[config.mk]
export PLATFORM = sky130hd
export DESIGN_NAME = fetch_ctrl_flat
export DESIGN_NICKNAME = d
export VERILOG_FILES = /design/src/rtl/fetch_pkg.sv /design/src/rtl/fetch_ctrl_if.sv /design/src/rtl/fd_reg.sv /design/src/rtl/fetch_ctrl.sv /design/src/flat_wrapper.sv
export SDC_FILE = /design/constraint.sdc
export NUM_CORES = 1
export LEC_CHECK = 0
export CAP_MARGIN = 15
export CORE_ASPECT_RATIO = 1.25
export CORE_MARGIN = 8
export CORE_UTILIZATION = 49
export CTS_CLUSTER_SIZE = 10
export DETAILED_ROUTE_END_ITERATION = 16
export PLACE_DENSITY_LB_ADDON = 0.2
export SYNTH_ARGS = -nofsm -noshare
export SYNTH_HDL_FRONTEND = slang
export SYNTH_SLANG_ARGS = --single-unit
[constraint.sdc]
create_clock -name CLK -period 6 [get_ports CLK]
set_input_delay 1.8 -clock CLK [delete_from_list [all_inputs] [get_ports CLK]]
set_output_delay 1.8 -clock CLK [all_outputs]
set_load 0.005 [all_outputs]
[src/rtl/fetch_pkg.sv]
// Shared definitions for the fetch stage: reset vector, PC increment, FSM encoding.
package fetch_pkg;

    localparam logic [31:0] RESET_PC = 32'h0000_8000;
    localparam logic [31:0] PC_STEP  = 32'h0000_0004;

    typedef enum logic {
        BOOT = 1'b0,
        RUN  = 1'b1
    } fetch_state_e;

    // Instruction fetches are word aligned; the low two address bits are cleared.
    function automatic logic [31:0] align_word(input logic [31:0] a);
        return a & ~32'h0000_0003;
    endfunction

endpackage

[src/rtl/fetch_ctrl_if.sv]
// Bundle of predictor, hazard, ROM and decode-side signals around the fetch controller.
interface fetch_ctrl_if;

    logic        stall;
    logic [31:0] prepc;
    logic        hit_predict;
    logic [31:0] nextpc;
    logic        fail_predict;
    logic [31:0] rom_addr;
    logic [31:0] pcF;
    logic        validF;
    logic [31:0] pcD;
    logic [31:0] prednextD;
    logic        validD;

    // Environment side: drives control/predictor inputs, observes fetch outputs.
    modport master (
        output stall, prepc, hit_predict, nextpc, fail_predict,
        input  rom_addr, pcF, validF, pcD, prednextD, validD
    );

    // Fetch controller side.
    modport slave (
        input  stall, prepc, hit_predict, nextpc, fail_predict,
        output rom_addr, pcF, validF, pcD, prednextD, validD
    );

endinterface

[src/rtl/fd_reg.sv]
// F->D pipeline register: carries PC, predicted next PC and valid bit into decode.
// A flush (misprediction) takes priority over a stall; a flush only clears the
// valid bit and leaves the payload untouched.
module fd_reg (
    input  logic        i_clk,
    input  logic        i_rst_n,
    input  logic        i_load,
    input  logic        i_flush,
    input  logic        i_stall,
    input  logic [31:0] i_pc,
    input  logic [31:0] i_pred,
    input  logic        i_valid,
    output logic [31:0] o_pc,
    output logic [31:0] o_pred,
    output logic        o_valid
);

    logic [31:0] r_pc;
    logic [31:0] r_pred;
    logic        r_valid;

    // Decode slot update: flush clears valid, stall holds, otherwise capture fetch.
    always_ff @(posedge i_clk or negedge i_rst_n) begin
        if (!i_rst_n) begin
            r_pc    <= 32'h0000_0000;
            r_pred  <= 32'h0000_0000;
            r_valid <= 1'b0;
        end else if (!i_load) begin
            r_pc    <= r_pc;
            r_pred  <= r_pred;
            r_valid <= r_valid;
        end else if (i_flush) begin
            r_valid <= 1'b0;
        end else if (i_stall) begin
            r_pc    <= r_pc;
            r_pred  <= r_pred;
            r_valid <= r_valid;
        end else begin
            r_pc    <= i_pc;
            r_pred  <= i_pred;
            r_valid <= i_valid;
        end
    end

    assign o_pc    = r_pc;
    assign o_pred  = r_pred;
    assign o_valid = r_valid;

endmodule

[src/rtl/fetch_ctrl.sv]
// Fetch-stage PC controller: selects the next fetch address (redirect, prediction
// or sequential), holds pcF/validF and owns the F->D pipeline register.
module fetch_ctrl
    import fetch_pkg::*;
#(
    parameter logic [31:0] RESET_PC = fetch_pkg::RESET_PC
) (
    input  logic         CLK,
    input  logic         RSTN,
    fetch_ctrl_if.slave  bus
);

    fetch_state_e r_state;
    logic [31:0]  r_pc_f;
    logic         r_valid_f;

    logic [31:0]  w_pred_f;
    logic [31:0]  w_sel_addr;
    logic [31:0]  w_rom_addr;
    logic         w_run;
    logic [31:0]  w_pc_d;
    logic [31:0]  w_pred_d;
    logic         w_valid_d;

    // Predicted next PC for the instruction currently at pcF.
    always_comb begin
        w_pred_f = r_pc_f + PC_STEP;
        if (bus.hit_predict) begin
            w_pred_f = bus.prepc;
        end else begin
            w_pred_f = r_pc_f + PC_STEP;
        end
    end

    // Next fetch address: redirect beats stall, stall re-reads pcF, else prediction.
    always_comb begin
        w_sel_addr = RESET_PC;
        case (r_state)
            BOOT: w_sel_addr = RESET_PC;
            RUN: begin
                if (bus.fail_predict) begin
                    w_sel_addr = bus.nextpc;
                end else if (bus.stall) begin
                    w_sel_addr = r_pc_f;
                end else begin
                    w_sel_addr = w_pred_f;
                end
            end
            default: w_sel_addr = RESET_PC;
        endcase
        w_rom_addr = align_word(w_sel_addr);
    end

    // Boot/run sequencing with pcF and validF; pcF tracks the ROM address each RUN cycle.
    always_ff @(posedge CLK or negedge RSTN) begin
        if (!RSTN) begin
            r_state   <= BOOT;
            r_pc_f    <= RESET_PC;
            r_valid_f <= 1'b0;
        end else begin
            case (r_state)
                BOOT: begin
                    r_state   <= RUN;
                    r_pc_f    <= r_pc_f;
                    r_valid_f <= 1'b1;
                end
                RUN: begin
                    r_state   <= RUN;
                    r_pc_f    <= w_rom_addr;
                    r_valid_f <= 1'b1;
                end
                default: begin
                    r_state   <= BOOT;
                    r_pc_f    <= RESET_PC;
                    r_valid_f <= 1'b0;
                end
            endcase
        end
    end

    assign w_run = (r_state == RUN);

    fd_reg u_fd_reg (
        .i_clk   (CLK),
        .i_rst_n (RSTN),
        .i_load  (w_run),
        .i_flush (bus.fail_predict),
        .i_stall (bus.stall),
        .i_pc    (r_pc_f),
        .i_pred  (w_pred_f),
        .i_valid (r_valid_f),
        .o_pc    (w_pc_d),
        .o_pred  (w_pred_d),
        .o_valid (w_valid_d)
    );

    assign bus.rom_addr  = w_rom_addr;
    assign bus.pcF       = r_pc_f;
    assign bus.validF    = r_valid_f;
    assign bus.pcD       = w_pc_d;
    assign bus.prednextD = w_pred_d;
    assign bus.validD    = w_valid_d;

endmodule
[src/flat_wrapper.sv]
// flat-port wrapper written by rule: the top's interface ports become plain ports
module fetch_ctrl_flat import fetch_pkg::*;
#(
    parameter logic [31:0] RESET_PC = fetch_pkg::RESET_PC
)
  (CLK, RSTN, bus_stall, bus_prepc, bus_hit_predict, bus_nextpc, bus_fail_predict, bus_rom_addr, bus_pcF, bus_validF, bus_pcD, bus_prednextD, bus_validD);
  fetch_ctrl_if bus_i ();
  input  logic CLK;
  input  logic RSTN;
  input wire logic [$bits(bus_i.stall)-1:0] bus_stall;
  input wire logic [$bits(bus_i.prepc)-1:0] bus_prepc;
  input wire logic [$bits(bus_i.hit_predict)-1:0] bus_hit_predict;
  input wire logic [$bits(bus_i.nextpc)-1:0] bus_nextpc;
  input wire logic [$bits(bus_i.fail_predict)-1:0] bus_fail_predict;
  output wire logic [$bits(bus_i.rom_addr)-1:0] bus_rom_addr;
  output wire logic [$bits(bus_i.pcF)-1:0] bus_pcF;
  output wire logic [$bits(bus_i.validF)-1:0] bus_validF;
  output wire logic [$bits(bus_i.pcD)-1:0] bus_pcD;
  output wire logic [$bits(bus_i.prednextD)-1:0] bus_prednextD;
  output wire logic [$bits(bus_i.validD)-1:0] bus_validD;
  assign bus_i.stall = bus_stall;
  assign bus_i.prepc = bus_prepc;
  assign bus_i.hit_predict = bus_hit_predict;
  assign bus_i.nextpc = bus_nextpc;
  assign bus_i.fail_predict = bus_fail_predict;
  assign bus_rom_addr = bus_i.rom_addr;
  assign bus_pcF = bus_i.pcF;
  assign bus_validF = bus_i.validF;
  assign bus_pcD = bus_i.pcD;
  assign bus_prednextD = bus_i.prednextD;
  assign bus_validD = bus_i.validD;
  fetch_ctrl #(.RESET_PC(RESET_PC)) u_core (.CLK(CLK), .RSTN(RSTN), .bus(bus_i));
endmodule
Yosys cells after proc, flatten, opt, wreduce, memory -nomap -nowiden
Cells that the tools add are included.
{ "totals": {"ff_bits": 98, "out_inout_bits": 130} }
{ "classes": {"mux": 7, "bitwise_logic": 3, "reduce_logical": 2, "n_eq_ne": 1, "n_addsub": 1} }
{ "op_table": {"columns": ["operator", "count"], "rows": [
  ["32-bit 2-to-1 mux", 4],
  ["32-bit case mux with 2 select lines", 1],
  ["32-bit by 3-bit adder with 32-bit output (second input constant)", 1],
  ["1-bit inverter", 3],
  ["3-bit AND reduction", 1],
  ["1-bit 2-to-1 mux", 2],
  ["2-bit by 1-bit inequality test with 1-bit output (second input constant)", 1],
  ["2-bit AND reduction", 1]
]} }

Longest topological paths before layout
Gate-level depths: netlist (run 1).
{ "logic_depth": {"ltp_word": 6, "ltp_mapped": 8, "ltp_nobuf": 6} }

By module
A second synthesis (run 1) with hierarchy kept.
{ "hier_totals": {"hier_cells": 618, "hier_area_um2": 6162.2} }
{ "by_module_without_submodules": {"columns": ["mod", "area_per_inst_um2", "instances", "cells_per_inst", "seq_area_each_um2"], "rows": [
  ["fetch_ctrl", 3419.5, 1, 477, 777.0],
  ["fd_reg", 2742.6, 1, 141, 1626.6]
]} }

Worst setup path after synthesis (run 1)
No wires, ideal clock.
{ "synth_timing": {"path_type": "in2out", "start": "input bus_fail_predict", "end": "output bus_rom_addr[20]", "path_slack_ps": 954, "required_time_ps": 4200, "arrival_ps": 3246, "path_stages": 7, "path_cell_list": "clkbuf_1 -> or3b_2 -> clkbuf_1 -> or4_1 -> mux2i_1 -> nor2_1 -> nand2_1"} }
{ "synth_between": {"elab_chain_cells": 2} }
{ "synth_rtl": {"columns": ["item", "line", "source"], "rows": [
  ["start, declared", "flat_wrapper.sv:14", "input wire logic [$bits(bus_i.fail_predict)-1:0] bus_fail_predict;"],
  ["32-bit 2-to-1 mux", "fetch_ctrl.sv:41", "if (bus.fail_predict) begin"],
  ["32-bit case mux with 2 select lines", "fetch_ctrl.sv:38", "case (r_state)"],
  ["end, declared", "flat_wrapper.sv:15", "output wire logic [$bits(bus_i.rom_addr)-1:0] bus_rom_addr;"]
]} }
No other way between the ends.

Worst setup path after layout (run 1)
{ "layout_timing": {"start": "input bus_hit_predict", "end": "output bus_rom_addr[19]"} }
{ "layout_between": {"elab_chain_cells": 4} }
{ "layout_rtl": {"columns": ["item", "line", "source"], "rows": [
  ["start, declared", "flat_wrapper.sv:12", "input wire logic [$bits(bus_i.hit_predict)-1:0] bus_hit_predict;"],
  ["32-bit 2-to-1 mux", "fetch_ctrl.sv:28", "if (bus.hit_predict) begin"],
  ["32-bit 2-to-1 mux", "fetch_ctrl.sv:43", "end else if (bus.stall) begin"],
  ["32-bit 2-to-1 mux", "fetch_ctrl.sv:41", null],
  ["32-bit case mux with 2 select lines", "fetch_ctrl.sv:38", null]
]} }
No other way between the ends.

==> results.py, run 1 <==
metrics = {
    "logic_synthesis": {
        "synth_edf_count": 0,
        "ys.flop_type": "dfrtp_1",
        "syn_area_um2": 5346,
        "avgSynthCellArea_um2": 8.315,
        "synth.distinct_cells": 62,
        "synth_cells": 643,
        "ys.warnings.count": 0,
        "yosysTopAreaCell": "dfrtp_1",
        "synth_area_leaders": "dfrtp_1 44%, nand2_1 11%, o21ai_0 3.9%",
        "synth-seq-cells": 94,
        "synth_async_sr_flop_share_pct": 100.0,
        "synthDominantCellAreaShare_pct": 43.53,
        "seq_area_frac_synth_pct": 44.02,
    },
    "critical_path": {
        "cp_max_fo": 29,
        "crit_start": "bus_hit_predict",
        "cp_data_required_time_ns": 4.20,
        "setup.worst_path.start_class": "primary input",
        "reg2reg_from": "u_core.bus.pcF[3]",
        "cp-end-kind": "output pin",
        "r2r_slack_ns": 3.39,
        "arrival_ns": 4.10,
        "critPathKind": "primary input to output pin",
    },
    "power_and_ir_drop": {
        "internal-power_mw": 1.477,
        "swShare_pct": 29.10,
        "p_sw_mw": 0.6061,
        "p_seq_share_pct": 41.8,
        "p_leak_nw": 3.515,
        "powerDensity_nw_per_um2": 268.8,
        "power_frac_clock_pct": 29.7,
        "vdd_drop_max_mv": 0.2063,
        "combPwrFrac_pct": 28.6,
    },
    "sta": {
        "worst_pin_slew_ns": 0.7688,
        "relSlewSlack_pct": 48.75,
        "period_needed_ns": 5.899,
        "fin_skew_ns": 0.01080,
        "timing.hold.ws_ns": 0.4787,
        "maxSlewViolCount": 0,
        "setup_violations": 0,
        "fin_crit_sh_pct": 98.32,
        "fmax_mhz": 169.5,
        "rsz0062_at_grt": "false",
        "hold_violations": 0,
    },
    "clocking": {
        "clkTransAtPathRegs_ns": 0.07,
        "tritoncts": "done",
        "cts_root_buf": "clkbuf_16",
        "numCtsBuffers": 9,
        "clockBufferDepth": 2,
        "cts.sink_count": 94,
        "cts_setup_buffers": 0,
        "ctsHtreeMaxLevel": 3,
        "clk-insertion-delay-late_ns": 0.34,
        "postCtsHoldBufs": 0,
    },
    "final_layout": {
        "nFillCells": 795,
        "antenna_cells": 0,
        "drive_gt1_share_pct": 7.335,
        "area_growth_pct": 44.93,
        "stdcell_count": 950,
        "fin_util_pct": 73.00,
        "nNetsFinal": 884,
    },
    "global_route": {
        "overflow": 0,
        "grt_max_degree": 60,
        "antenna_found_initial": 0,
        "track_usage_pct": 26.58,
        "grt_pass1_vias": 5981,
        "grt_pass1_wl_mm": 30.50,
    },
    "route": {
        "antenna_left": 0,
        "route.detailed.drc": 0,
        "drtIter0Drc": 370,
        "avgRoutedWirePerCell_um": 20.58,
        "dr.pass1.iters": 5,
        "totalWireLength_mm": 19.55,
        "post_drt_via_cell_ratio": 5.962,
        "vias": 5664,
    },
    "die": {
        "dieHeight_um": 132.8,
        "initial_core_util_pct": 50.37,
        "die_w_um": 109.4,
        "rows": 42,
        "dieArea_um2": 14530,
        "boundaryPins": 199,
        "core-area_um2": 10620,
    },
    "flow_run": {
        "cap_violations": 0,
    },
    "place": {
        "dp.cells": 935,
        "gp_congestion": 0.9090,
        "io_buffer_count": 190,
        "dp_hpwl_mm": 14.45,
    },
    "outcome": {
        "outcome": "finished clean",
    },
    "worst_hold_path": {
        "hp-start": "u_core.u_fd_reg.o_pc[29]",
        "worstHoldPathType": "flop to flop",
    },
}
-- layout make-up --
type	instances	area (um2)	area share (%)
Clock buffer	12	246.5	3.181
Clock inverter	3	68.82	0.8881
Inverter	7	26.28	0.3391
Multi-Input combinational cell	485	2745	35.43
Sequential cell	94	2354	30.37
Tap cell	132	165.2	2.131
Timing Repair Buffer	217	2143	27.66
-- power by group through the flow --
stage | clock network [mW] | registers (mW) | logic (mW)
after floorplan | 0 | 0.836 | 0.231
after global placement | 0 | 0.872 | 0.585
after detailed placement | 0 | 0.879 | 0.599
after CTS | 0.622 | 0.868 | 0.603
after global routing | 0.649 | 0.886 | 0.644
final | 0.618 | 0.870 | 0.595
-- cell usage after synthesis (6+ instances only) --
master / n
nand4_1: 19
and3_1: 9
a21oi_1: 14
inv_1: 7
a21o_1: 13
nor4_1: 6
nand2b_1: 6
buf_1: 6
buf_2: 10
nor3_1: 6
a211o_1: 11
nand3_1: 36
o31ai_1: 6
a22o_1: 8
a22oi_1: 24
buf_4: 8
mux2i_1: 6
clkbuf_1: 38
o31a_1: 7
dfrtp_1: 93
nand2_1: 162
xor2_1: 6
nor2_1: 29
xnor2_1: 7
o21ai_0: 42
-- what timing repair did --
item                                    4_1_cts  5_1_grt
pin swaps                                     0        0
endpoints found under the setup margin        1        8
gates resized for setup                       1        3
-- layer usage --
metal	wire [um]	track usage, %	share of wire, %
met3	1775	8.163	9.1
met5	0	0	0
met2	9977	45.67	51
met1	6960	27.90	36
met4	838	14.37	4.3
-- critical path: stages --
cell	delay, ns
clkdlybuf4s50_1	0.50
buf_6	0.26
inv_1	0.11
buf_4	0.21
o21ai_0	0.32
a41oi_1	0.11
o21ai_0	0.20
nand2_1	0.11
clkdlybuf4s50_1	0.46
-- final timing paths --
kind / to / cells past startpoint
setup / recovery: bus_rom_addr[19] / 9
hold / removal: u_core.u_fd_reg.o_pc[29] / 2
setup reg to reg: u_core.u_fd_reg.o_pred[30] / 7
hold reg to reg: u_core.u_fd_reg.o_pc[29] / 2
max in group asynchronous: u_core.bus.pcF[6] / 2
min in group asynchronous: u_core.u_fd_reg.o_pc[30] / 1
-- cell usage in the layout (no fill, tap or decap), drive strengths merged, types with 9 or more instances in the layout --
| cell | instances |
|---|---|
| nor2 | 30 |
| clkdlybuf4s50 | 189 |
| a22oi | 24 |
| nand4 | 20 |
| clkbuf | 12 |
| nand3 | 37 |
| o21ai | 43 |
| nand2 | 163 |
| a211o | 11 |
| a21oi | 14 |
| buf | 28 |
| a21o | 13 |
| and3 | 9 |
| dfrtp | 93 |
-- metrics by stage --
| stage | instance area, um2 | power (mW) | TNS [ns] | worst slack [ns] |
|---|---|---|---|---|
| 3_5_place_dp | 7420 | 1.478 | -0.006198 | -0.006198 |
| 3_3_place_gp | 7420 | 1.457 | 0 | 0.08368 |
| 6_report | 7749 | 2.083 | 0 | 0.1005 |
| 2_1_floorplan | 5365 | 1.067 | 0 | 0.9543 |
| 5_1_grt | 7749 | 2.178 | 0 | 0.0008140 |
| 4_1_cts | 7735 | 2.093 | 0 | 0.02781 |
-- sequential cells by signal, indices dropped and copies added, names as in the netlist --
name and cells:
u_core.r_state 1, u_core.u_fd_reg.o_valid 1, u_core.u_fd_reg.o_pc 30, u_core.u_fd_reg.o_pred 32, u_core.bus.pcF 30
-- cells by family after synthesis --
| group | Yosys count | synth area share [%] |
|---|---|---|
| DFF | 94 | 44.02 |
| buffers and inverters | 69 | 5.640 |
| adders and majority gates | 1 | 0.2340 |
| and+or+nand+nor | 306 | 27.08 |
| xor gates and xnor gates | 13 | 2.130 |
| muxes | 7 | 1.334 |
| other | 2 | 0.1405 |
| AOI/OAI and AO/OA | 151 | 19.42 |
Note: power is estimated with default switching activity, not from simulation.
==> run 2, diff against run 1 <==
Settings changed: CORE_UTILIZATION 49 to 50, CTS_BUF_LIST from default to sky130_fd_sc_hd__clkbuf_4, GPL_TIMING_DRIVEN from default to 0.
==> results.py, run 2 (synthesis results as in run 1) <==
metrics = {
    "die": {
        "initial_core_util_pct": 50.87,
        "rows": 42,
        "die_w_um": 108.5,
        "core-area_um2": 10510,
        "boundaryPins": 199,
        "dieHeight_um": 131.6,
        "dieArea_um2": 14280,
    },
    "global_route": {
        "overflow": 0,
        "grt_pass1_wl_mm": 34.15,
        "grt_max_degree": 56,
        "grt_pass1_vias": 6268,
        "antenna_found_initial": 1,
        "track_usage_pct": 30.87,
    },
    "power_and_ir_drop": {
        "total_power_mw": 1.917,
        "vdd_drop_max_mv": 0.1498,
        "p_leak_nw": 3.516,
        "powerDensity_nw_per_um2": 249.2,
    },
    "place": {
        "dp_hpwl_mm": 16.85,
        "io_buffer_count": 189,
        "gp_congestion": 0.9226,
        "place_ws_ns": -0.5937,
        "dp.cells": 971,
    },
    "critical_path": {
        "cp_data_required_time_ns": 4.20,
        "arrival_ns": 4.10,
        "endpoint": "bus_rom_addr[21]",
        "reg2reg_from": "u_core.bus.pcF[2]",
        "path_cells": "dlygate4sd2_1 -> inv_1 -> nor3b_2 -> clkbuf_2 -> nand2_1 -> nand3_1 -> clkdlybuf4s50_1",
        "cpLargestDelayFamily": "buffers and inverters",
        "cp_max_fo": 10,
        "cp_num_buf_inv": 4,
        "cp_slowest_cell": "clkdlybuf4s50_1",
        "max_stage_delay_ns": 0.53,
        "r2r_slack_ns": 3.50,
        "r2r_cells": 7,
        "cp.depth": 7,
        "critPathKind": "primary input to output pin",
        "crit_start": "bus_stall",
        "cp-end-kind": "output pin",
        "r2r_end": "u_core.bus.pcF[20]",
        "setup.worst_path.start_class": "primary input",
    },
    "sta": {
        "maxSlewViolCount": 0,
        "fmax_mhz": 169.5,
        "worst_pin_slew_ns": 0.8811,
        "fin_crit_sh_pct": 98.31,
        "rsz0062_at_grt": "false",
        "hold_violations": 0,
        "period_needed_ns": 5.899,
        "fin_skew_ns": 0.02092,
        "fin_ws_ns": 0.1013,
        "setup_violations": 0,
        "relSlewSlack_pct": 40.77,
        "fin_setup_tns_ns": 0,
    },
    "clocking": {
        "ctsHtreeMaxLevel": 3,
        "postCtsHoldBufs": 0,
        "clkTransAtPathRegs_ns": 0.16,
        "numCtsBuffers": 9,
        "clk-insertion-delay-late_ns": 0.49,
        "cts.sink_count": 94,
        "cts_setup_buffers": 0,
        "tritoncts": "done",
        "cts_resized": 25,
        "cts_root_buf": "clkbuf_4",
        "clockBufferDepth": 2,
    },
    "final_layout": {
        "largest_reg_flops": 32,
        "layout_commonest_cell": "clkdlybuf4s50_1",
        "drive_gt1_share_pct": 8.197,
        "stdcell_count": 987,
        "area_growth_pct": 43.90,
        "fin_util_pct": 73.20,
        "nNetsFinal": 919,
        "layout_common_cells": "186 x clkdlybuf4s50_1, 162 x nand2_1, 93 x dfrtp_1, 42 x o21ai_0, 36 x nand3_1",
    },
    "route": {
        "avgRoutedWirePerCell_um": 22.57,
        "route.detailed.drc": 0,
        "drtIter0Drc": 412,
        "totalWireLength_mm": 22.28,
        "antenna_left": 0,
        "dr.pass1.iters": 6,
        "post_drt_via_cell_ratio": 6.105,
        "vias": 6026,
    },
    "outcome": {
        "outcome": "finished clean",
    },
    "flow_run": {
        "cap_violations": 0,
    },
    "worst_hold_path": {
        "worstHoldPathType": "flop to flop",
    },
}
-- run 2: cell types whose count changed in the layout (fill, tap and decap cells not counted), sizes merged, moves of 2 or more --
cell	delta
clkdlybuf4s50	-3
clkbuf	+34
inv	+3
buf	-2
-- run 2: area by class of cell --
type                            count  area [um2]
Sequential cell                    94        2354
Multi-Input combinational cell    485        2744
Antenna cell                        1       2.502
Fill cell                         825        2816
Timing Repair Buffer              191        1928
Inverter                            7       26.28
Tap cell                          132       165.2
Clock buffer                        9       67.56
Clock inverter                      7       103.9
Buffer                             61       302.8
-- run 2: power breakdown --
part           switching, mW  total (mW)  internal (mW)
Sequential            0.0901       0.833          0.743
Clock                  0.249       0.424          0.175
Combinational          0.296       0.660          0.364
-- run 2: how the worst min path moves through the flow --
stage | from | end | slack (ns) | depth (start not counted)
after global placement | u_core.u_fd_reg.o_pred[0] | u_core.u_fd_reg.o_pred[0] | 0.45 | 2
final | u_core.u_fd_reg.o_pc[26] | u_core.u_fd_reg.o_pc[26] | 0.50 | 2
after floorplan | u_core.u_fd_reg.o_pred[0] | u_core.u_fd_reg.o_pred[0] | 0.46 | 2
after CTS | u_core.u_fd_reg.o_pc[8] | u_core.u_fd_reg.o_pc[8] | 0.50 | 2
after global routing | u_core.u_fd_reg.o_pc[8] | u_core.u_fd_reg.o_pc[8] | 0.51 | 2
after detailed placement | u_core.u_fd_reg.o_pc[11] | u_core.u_fd_reg.o_pc[11] | 0.47 | 2
-- run 2: routing by layer --
layer  wire [um]  up-vias  GRT usage, %
met3        1861       84         7.436
met2       11320      381         52.69
li1            -     2689             -
met5           0        -             0
met1        8044     2872         34.09
met4        1056        0         16.70
-- run 2: tightest hold or removal path, delay by kind of cell (launching register included) --
family / cells / cell delay, ns
DFF: 1 / 0.38
and+or+nand+nor: 2 / 0.10
-- run 2: through the flow --
step / instance area (um2) / hold slack [ns]
final: 7694 / 0.4979
after global routing: 7694 / 0.5092
after CTS: 7677 / 0.5015
after detailed placement: 7457 / 0.4666
after global placement: 7422 / 0.4544
after floorplan: 5365 / 0.4628
==> run 3, diff against run 2 <==
Settings changed: CORE_UTILIZATION 50 to 46.
Clock period 6 ns to 5.75 ns, I/O delays scaled along.
==> results.py, run 3 (synthesis results as in run 1) <==
metrics = {
    "power_and_ir_drop": {
        "internal-power_mw": 1.249,
        "p_leak_nw": 3.495,
        "p_seq_share_pct": 45.9,
        "power_frac_clock_pct": 18.0,
        "vdd_drop_max_mv": 0.1517,
        "p_sw_mw": 0.6439,
        "swShare_pct": 34.02,
        "combPwrFrac_pct": 36.1,
        "powerDensity_nw_per_um2": 246.9,
    },
    "place": {
        "io_buffer_count": 189,
        "dp_hpwl_mm": 16.77,
        "dp.cells": 977,
        "gp_congestion": 0.9032,
    },
    "critical_path": {
        "setup.worst_path.start_class": "primary input",
        "critPathKind": "primary input to output pin",
        "cp_max_fo": 10,
        "arrival_ns": 3.91,
        "cp-end-kind": "output pin",
        "cp_data_required_time_ns": 4.03,
    },
    "final_layout": {
        "multi_input_area_um2": 2751,
        "area_growth_pct": 43.39,
        "stdcell_count": 993,
        "layout_common_cells": "186 x clkdlybuf4s50_1, 162 x nand2_1, 93 x dfrtp_1, 42 x o21ai_0, 36 x nand3_1",
        "layout_commonest_cell": "clkdlybuf4s50_1",
        "nNetsFinal": 919,
        "register_area_um2": 2354,
        "nFillCells": 1003,
        "drive_gt1_share_pct": 8.431,
        "largest_reg_flops": 32,
    },
    "sta": {
        "period_needed_ns": 5.637,
        "fin_skew_ns": 0.01354,
        "fmax_mhz": 177.4,
        "hold_violations": 0,
        "rsz0062_at_grt": "false",
        "worst_pin_slew_ns": 0.9393,
        "fin_crit_sh_pct": 98.03,
        "maxSlewViolCount": 0,
        "setup_violations": 0,
        "relSlewSlack_pct": 36.81,
        "fin_setup_tns_ns": 0,
    },
    "global_route": {
        "grt_pass1_vias": 6017,
        "antenna_found_initial": 1,
        "track_usage_pct": 28.08,
        "overflow": 0,
        "grt_max_degree": 49,
        "grt_pass1_wl_mm": 33.29,
    },
    "route": {
        "totalWireLength_mm": 21.97,
        "route.detailed.drc": 0,
        "post_drt_via_cell_ratio": 5.960,
        "vias": 5918,
        "antenna_left": 0,
        "avgRoutedWirePerCell_um": 22.13,
        "dr.pass1.iters": 5,
        "drtIter0Drc": 394,
    },
    "die": {
        "core-area_um2": 11510,
        "boundaryPins": 199,
        "dieArea_um2": 15350,
        "dieHeight_um": 136.5,
        "rows": 44,
        "die_w_um": 112.4,
        "initial_core_util_pct": 46.47,
    },
    "clocking": {
        "numCtsBuffers": 9,
        "clk-insertion-delay-late_ns": 0.47,
        "cts.sink_count": 94,
        "clkTransAtPathRegs_ns": 0.15,
        "clockBufferDepth": 2,
        "cts_root_buf": "clkbuf_4",
        "tritoncts": "done",
        "ctsHtreeMaxLevel": 3,
    },
    "worst_hold_path": {
        "worstHoldPathType": "flop to flop",
    },
    "outcome": {
        "outcome": "finished clean",
    },
    "flow_run": {
        "cap_violations": 0,
    },
}
## run 3: layout make-up
cell class              count  area share (%)
repair buffers            191           25.09
clock buffers              10          0.9793
multi-input cells         485           35.89
flip-flops and latches     94           30.70
well taps                 138           2.252
plain buffers              61           4.211
diodes                      1         0.03264
inverters                   7          0.3427
clock inverters             6          0.5060
## run 3: metrics by stage
step	hold slack (ns)	instance area [um2]	utilization [%]	setup slack, ns	total power, mW
2_1_floorplan	0.4628	5365	-	0.8543	1.114
3_3_place_gp	0.4559	7430	64.57	-1.057	1.542
3_5_place_dp	0.4614	7460	64.83	-0.6439	1.559
4_1_cts	0.4976	7644	66.43	0.007387	1.892
5_1_grt	0.5204	7666	66.63	0.004612	1.983
6_report	0.4905	7666	66.63	0.1134	1.893
## run 3: worst max-delay path: stages
cell	delay [ns]
dlygate4sd2_1	0.37
inv_1	0.25
nor3b_4	0.36
clkbuf_2	0.37
o21ai_0	0.14
nand2_1	0.15
clkdlybuf4s50_1	0.53
## run 3: timing repair
item / in CTS / in global routing
endpoints found under the hold margin: 0 / 0
hold buffers: 0 / 0
endpoints found under the setup margin: 28 / 21
buffers inserted: 0 / 0
pin swaps: 0 / 1
resized for setup: 30 / 12
## run 3: worst paths after layout
check,from,endpoint,slack (ns),cells past startpoint
worst min-delay path,u_core.u_fd_reg.o_pc[29],u_core.u_fd_reg.o_pc[29],0.49,2
max in group asynchronous,RSTN,u_core.u_fd_reg.o_pred[28],3.81,2
worst max-delay path,bus_stall,bus_rom_addr[19],0.11,7
worst max register to register,u_core.bus.pcF[19],u_core.u_fd_reg.o_pred[30],3.16,6
worst min register to register,u_core.u_fd_reg.o_pc[29],u_core.u_fd_reg.o_pc[29],0.49,2
min in group asynchronous,RSTN,u_core.u_fd_reg.o_pc[24],1.26,1
## run 3: routing by layer
metal / track usage, % / up-vias / part of all wire, %
li1: - / 2683 / -
met3: 6.843 / 54 / 7.4
met1: 32.02 / 2884 / 39
met5: 0 / - / 0
met2: 48.98 / 297 / 50
met4: 12.92 / 0 / 3.3
## run 3: power groups by stage
| stage | logic (mW) | registers, mW | clock network (mW) |
|---|---|---|---|
| 2_1_floorplan | 0.241 | 0.873 | 0 |
| 3_3_place_gp | 0.667 | 0.875 | 0 |
| 3_5_place_dp | 0.679 | 0.880 | 0 |
| 4_1_cts | 0.687 | 0.867 | 0.338 |
| 5_1_grt | 0.739 | 0.882 | 0.362 |
| 6_report | 0.684 | 0.869 | 0.340 |
